==> src/rtl/flit_output_scheduler.sv <==
// -----------------------------------------------------------------------------
// flit_output_scheduler
//   Arbitrates between a system flit channel and a normal flit channel into a
//   single registered output stage. The system channel has priority. An
//   optional starvation guard (compile macro FLIT_SCHED_STARVE_GUARD_EN) gives
//   the normal channel one turn after STARVE_LIMIT consecutive system grants
//   made while a normal flit was waiting. Every granted flit gets its checksum
//   recomputed on the way into the output register.
//
// Ports
//   nocclk                in   clock, rising edge
//   rst                   in   synchronous active-high reset
//   in_system_flit        in   system-channel flit
//   in_system_flit_valid  in   system flit offered
//   in_system_flit_ready  out  system flit accepted this cycle
//   in_normal_flit        in   normal-channel flit
//   in_normal_flit_valid  in   normal flit offered
//   in_normal_flit_ready  out  normal flit accepted this cycle
//   out_flit              out  registered granted flit, checksum recomputed
//   out_flit_valid        out  out_flit holds a flit
//   out_flit_ready        in   downstream accepts out_flit this cycle
//
// Configuration
//   FLIT_SCHED_STARVE_GUARD_EN  defined: starvation guard present
//                               undefined: strict system priority
// -----------------------------------------------------------------------------

package types;
    typedef struct packed {
        logic [7:0]  dest;
        logic [31:0] payload;
        logic [7:0]  checksum;
    } flit_t;

    // Checksum is the XOR of the header and payload bytes, seeded with 0xA5 so
    // an all-zero flit does not carry an all-zero checksum.
    function automatic flit_t calculate_checksum_comb(input flit_t f);
        flit_t r;
        r          = f;
        r.checksum = 8'hA5 ^ f.dest ^ f.payload[31:24] ^ f.payload[23:16]
                   ^ f.payload[15:8] ^ f.payload[7:0];
        return r;
    endfunction
endpackage

module flit_output_scheduler #(
    parameter int STARVE_LIMIT = 4
) (
    input  logic          nocclk,
    input  logic          rst,
    input  types::flit_t  in_system_flit,
    input  logic          in_system_flit_valid,
    output logic          in_system_flit_ready,
    input  types::flit_t  in_normal_flit,
    input  logic          in_normal_flit_valid,
    output logic          in_normal_flit_ready,
    output types::flit_t  out_flit,
    output logic          out_flit_valid,
    input  logic          out_flit_ready
);

    if (STARVE_LIMIT < 1 || STARVE_LIMIT > 15) begin : g_bad_limit
        $error("STARVE_LIMIT must be in 1..15");
    end

    logic         w_can_load;
    logic         w_grant_sys;
    logic         w_grant_norm;
    logic         w_sys_xfer;
    logic         w_norm_xfer;
    types::flit_t r_out_flit;
    logic         r_out_valid;

    // Output register can take a new flit when empty or draining this cycle.
    assign w_can_load = !r_out_valid || out_flit_ready;

`ifdef FLIT_SCHED_STARVE_GUARD_EN
    typedef enum logic {
        SYS_PRIO  = 1'b0,
        NORM_TURN = 1'b1
    } state_t;

    state_t     r_state;
    state_t     w_state_nxt;
    logic [3:0] r_starve_cnt;
    logic [3:0] w_starve_nxt;
    logic [3:0] w_starve_inc;

    // A normal turn only overrides the system channel while a normal flit is
    // actually offered; if it has gone away, the system channel keeps flowing
    // in the same cycle the FSM falls back to SYS_PRIO.
    assign w_grant_sys  = in_system_flit_valid &&
                          !(r_state == NORM_TURN && in_normal_flit_valid);
    assign w_starve_inc = r_starve_cnt + 4'd1;

    always_ff @(posedge nocclk) begin
        if (rst) begin
            r_state      <= SYS_PRIO;
            r_starve_cnt <= 4'd0;
        end else begin
            r_state      <= w_state_nxt;
            r_starve_cnt <= w_starve_nxt;
        end
    end

    // Normal-valid low clears the guard on every cycle, stalled or not. In a
    // stall no transfer happens, so with normal-valid high everything holds.
    always_comb begin
        w_state_nxt  = r_state;
        w_starve_nxt = r_starve_cnt;
        if (!in_normal_flit_valid || w_norm_xfer) begin
            w_state_nxt  = SYS_PRIO;
            w_starve_nxt = 4'd0;
        end else if (r_state == SYS_PRIO && w_sys_xfer) begin
            w_starve_nxt = w_starve_inc;
            if (w_starve_inc == 4'(STARVE_LIMIT)) begin
                w_state_nxt = NORM_TURN;
            end
        end
    end
`else
    assign w_grant_sys = in_system_flit_valid;
`endif

    assign w_grant_norm         = in_normal_flit_valid && !w_grant_sys;
    assign in_system_flit_ready = !rst && w_can_load && w_grant_sys;
    assign in_normal_flit_ready = !rst && w_can_load && w_grant_norm;
    assign w_sys_xfer           = in_system_flit_valid && in_system_flit_ready;
    assign w_norm_xfer          = in_normal_flit_valid && in_normal_flit_ready;

    always_ff @(posedge nocclk) begin
        if (rst) begin
            r_out_flit  <= '0;
            r_out_valid <= 1'b0;
        end else if (w_sys_xfer) begin
            r_out_flit  <= types::calculate_checksum_comb(in_system_flit);
            r_out_valid <= 1'b1;
        end else if (w_norm_xfer) begin
            r_out_flit  <= types::calculate_checksum_comb(in_normal_flit);
            r_out_valid <= 1'b1;
        end else if (out_flit_ready) begin
            r_out_valid <= 1'b0;
        end
    end

    assign out_flit       = r_out_flit;
    assign out_flit_valid = r_out_valid;

endmodule

==> config.mk <==
export PLATFORM = sky130hd
export DESIGN_NAME = flit_output_scheduler
export DESIGN_NICKNAME = d
export VERILOG_FILES = /design/src/rtl/flit_output_scheduler.sv
export SDC_FILE = /design/constraint.sdc
export NUM_CORES = 1
export LEC_CHECK = 0
export ABC_CLOCK_PERIOD_IN_PS = 1300
export BUFFER_PORTS_ARGS = -buffer_cell sky130_fd_sc_hd__buf_2
export CAP_MARGIN = 20
export CORE_MARGIN = 4
export CORE_UTILIZATION = 41
export CTS_BUF_LIST = sky130_fd_sc_hd__clkbuf_2
export CTS_CLUSTER_SIZE = 20
export DETAILED_ROUTE_END_ITERATION = 7
export HOLD_SLACK_MARGIN = 0.12
export PLACE_DENSITY = 0.9
export SYNTH_ARGS = -nofsm -noshare
export SYNTH_HDL_FRONTEND = slang
export SYNTH_SLANG_ARGS = --single-unit
==> constraint.sdc <==
create_clock -name nocclk -period 1.3 [get_ports nocclk]
set_input_delay 0.195 -clock nocclk [delete_from_list [all_inputs] [get_ports nocclk]]
set_output_delay 0.195 -clock nocclk [all_outputs]
set_load 0.05 [all_outputs]
==> results.yml <==
timing:
  slew_violations: 0
  worst_slew_pin_slew_ps: 363
  rsz0062_at_grt: "true"
  setup_violations: 51
  hold_viol: 0
  period_share_pct: 139
  fin_tns_setup_ps: -13980
  worst_slack_ps: -507
  fin_skew_ps: 20.4
  period_minus_slack_ps: 1810
  clock.fmax_mhz: 553
  relSlewSlack_pct: 75.6
floorplanning:
  rows: 28
  die_area_um2: 7740
  fp.dieH_um: 88.0
  dieWidth_um: 88.0
  io_pins: 152
  design.core.area_um2: 6060
  start_util_pct: 43.3
cts:
  cts_made_buffers: 5
  clock_latency_ps: 440
  root_buffer: "clkbuf_2"
  tritoncts_num_sinks: 49
  cts.path.max_buffers: 2
  htreeDepth: 2
  clk_pin_slew_ps: 260
  cts_tree: "yes"
worst_setup_path:
  r2r_start: "out_flit_valid$_SDFFE_PP0P_"
  critical_path.max_stage_delay_ps: 400
  endpoint_kind: "output port"
  startpoint: "out_flit_valid$_SDFFE_PP0P_"
  cp_slowest_cell: "dfxtp_4"
  r2r_setup_slack_ps: -390
  critPathKind: "reg2out"
  worst_setup_path_start_kind: "flip-flop"
  rr_worst_depth: 8
  crit_end: "in_normal_flit_ready"
  cp.required_ps: 1110
  path_cells: "nor2b_4 -> nor4b_4 -> buf_4 -> buf_8"
  r2r_end: "out_flit[10]$_SDFFE_PP0P_"
  cp.arrival_ps: 1610
  cp_max_fo: 2
status:
  status: "finished with violations"
  violations: "setup timing"
global_route:
  grt_pass1_vias: 3647
  gr-total-overflow: 0
  grt_util_all_layers_pct: 30.8
  grt_max_degree: 27
  met3_usage_pct: 7.90
  grt_util_met1_pct: 31.9
  grt_antenna_before_repair: 1
  globalRoute.busiestLayer: "met2"
  grtUsageMet2_pct: 56.7
  grt_pass1_wl_um: 18100
yosys:
  syn_inst: 288
  syn_nets: 389
  ys_seq_elements: 49
  avgSynthCellArea_um2: 9.11
  synth_cell_types: 24
  ys_seq_area_share_pct: 37.4
  ys_warn_count: 0
  synth.cell_area_um2: 2620
power:
  ir_drop_mv: 0.574
  power.total_uw: 4540
  p_per_area_nw_per_um2: 853
  power_leakage_uw: 0.00236
placed_design:
  io_buffers: 135
  dp_cells: 506
  dp_hpwl_um: 6530
  gp_routability_congestion: 0.772
routing:
  finalWirelength_um: 13200
  drt-initial-drc-count: 216
  dr_total_vias: 3521
  avgViaCountPerCell: 5.64
  avgRoutedWirePerCell_um: 21.1
  ant_nets: 0
  drc: 0
  firstDrtPassIters: 4
finish:
  drive_gt1_share_pct: 51.3
  final_util_pct: 87.8
  area_delta_synth_final_pct: 103
  instances_no_fill: 624
  nets: 648
worst_hold_path:
  hold_start: "in_normal_flit_valid"
  hp-class: "in2reg"
flow_run:
  cap_viol_max_count: 0
## layout make-up
type                    instances  area (µm²)
diodes                          1        2.50
clock buffers                   6        30.0
clock inverters                 2        13.8
fillers                       293         737
inverters                       2        10.0
multi-input cells             216        1780
flip-flops and latches         49        1030
well taps                      75        93.8
repair buffers                273        2370
## where the power goes
part           switching, µW  leakage (µW)  internal (µW)
clock network            540     0.0000295            142
logic                   1140       0.00191           1010
registers               77.9      0.000417           1630
total                   1760       0.00236           2790
## critical path: cells and delay by family, from the launching register on
family                 cells  cell delay (ps)
buffers and inverters      2              340
DFF                        1              400
and+or+nand+nor            2              420
## cell usage after synthesis
| cell | number | share of area [%] |
|---|---|---|
| a2111oi_0 | 3 | 1.0 |
| a2111oi_2 | 1 | 0.57 |
| a21oi_1 | 34 | 6.5 |
| a22oi_1 | 33 | 9.4 |
| a311oi_1 | 11 | 3.7 |
| buf_1 | 1 | 0.14 |
| buf_2 | 10 | 1.9 |
| buf_4 | 1 | 0.29 |
| buf_6 | 3 | 1.3 |
| clkbuf_1 | 6 | 0.86 |
| dfxtp_1 | 49 | 37 |
| inv_1 | 1 | 0.14 |
| inv_2 | 1 | 0.14 |
| nand2_1 | 55 | 7.9 |
| nand2b_1 | 1 | 0.24 |
| nand3_2 | 1 | 0.38 |
| nor2_1 | 21 | 3.0 |
| nor2b_2 | 1 | 0.33 |
| nor3_2 | 1 | 0.38 |
| nor4b_2 | 1 | 0.57 |
| or3_1 | 1 | 0.24 |
| xnor2_1 | 32 | 11 |
| xnor3_1 | 12 | 10 |
| xor2_1 | 8 | 2.7 |
## cells by family (layout without fill, tap and decap cells)
logic type	after synthesis	count (layout)	share of synthesized area (%)
other	0	1	0
xor gates and xnor gates	52	52	23.7
AOI/OAI and AO/OA	82	82	21.2
DFF	49	49	37.4
buffers and inverters	23	283	4.77
and+or+nand+nor	82	82	13.0
## stage by stage
stage	worst slack (ps)	cell area (µm²)	hold WS, ps
after floorplan	-200	2650	354
after global placement	-135	3570	435
after detailed placement	-174	3570	446
after CTS	-456	5020	170
after global routing	-524	5320	250
final	-507	5320	244
## cell usage in the layout, fill, tap and decap left out, drive strengths merged, types with 3 or more instances in the layout
cell / instances
nor2: 21
a22oi: 33
a311oi: 11
dfxtp: 49
a21oi: 34
xnor2: 32
dlygate4sd3: 81
nand2: 55
xor2: 8
a2111oi: 4
clkbuf: 11
buf: 187
inv: 3
xnor3: 12
## state kept, by name, indices dropped and copies added (netlist names)
register        flops
out_flit           48
out_flit_valid      1
## how the worst min path moves through the flow
stage                                   to  cells past startpoint
2_1_floorplan    out_flit[10]$_SDFFE_PP0P_                      2
3_3_place_gp     out_flit[32]$_SDFFE_PP0P_                      2
3_5_place_dp     out_flit[46]$_SDFFE_PP0P_                      2
4_1_cts        out_flit_valid$_SDFFE_PP0P_                      4
5_1_grt        out_flit_valid$_SDFFE_PP0P_                      4
6_report       out_flit_valid$_SDFFE_PP0P_                      4
## layer usage
layer  vias up  wire length [µm]
met5         -                 0
met4         0               722
met3        72              1110
met2       227              7010
met1      1689              4350
li1       1533                 -
## repair_timing
| item | in CTS | in global routing |
|---|---|---|
| cloned | 6 | 2 |
| gates resized for setup | 100 | 93 |
| hold buffers | 81 | 0 |
| pin swaps | 23 | 16 |
| endpoints found under the hold margin | 43 | 0 |
| endpoints found under the setup margin | 75 | 94 |
| buffers inserted | 10 | 13 |
Power figures use the tool's default switching activity.
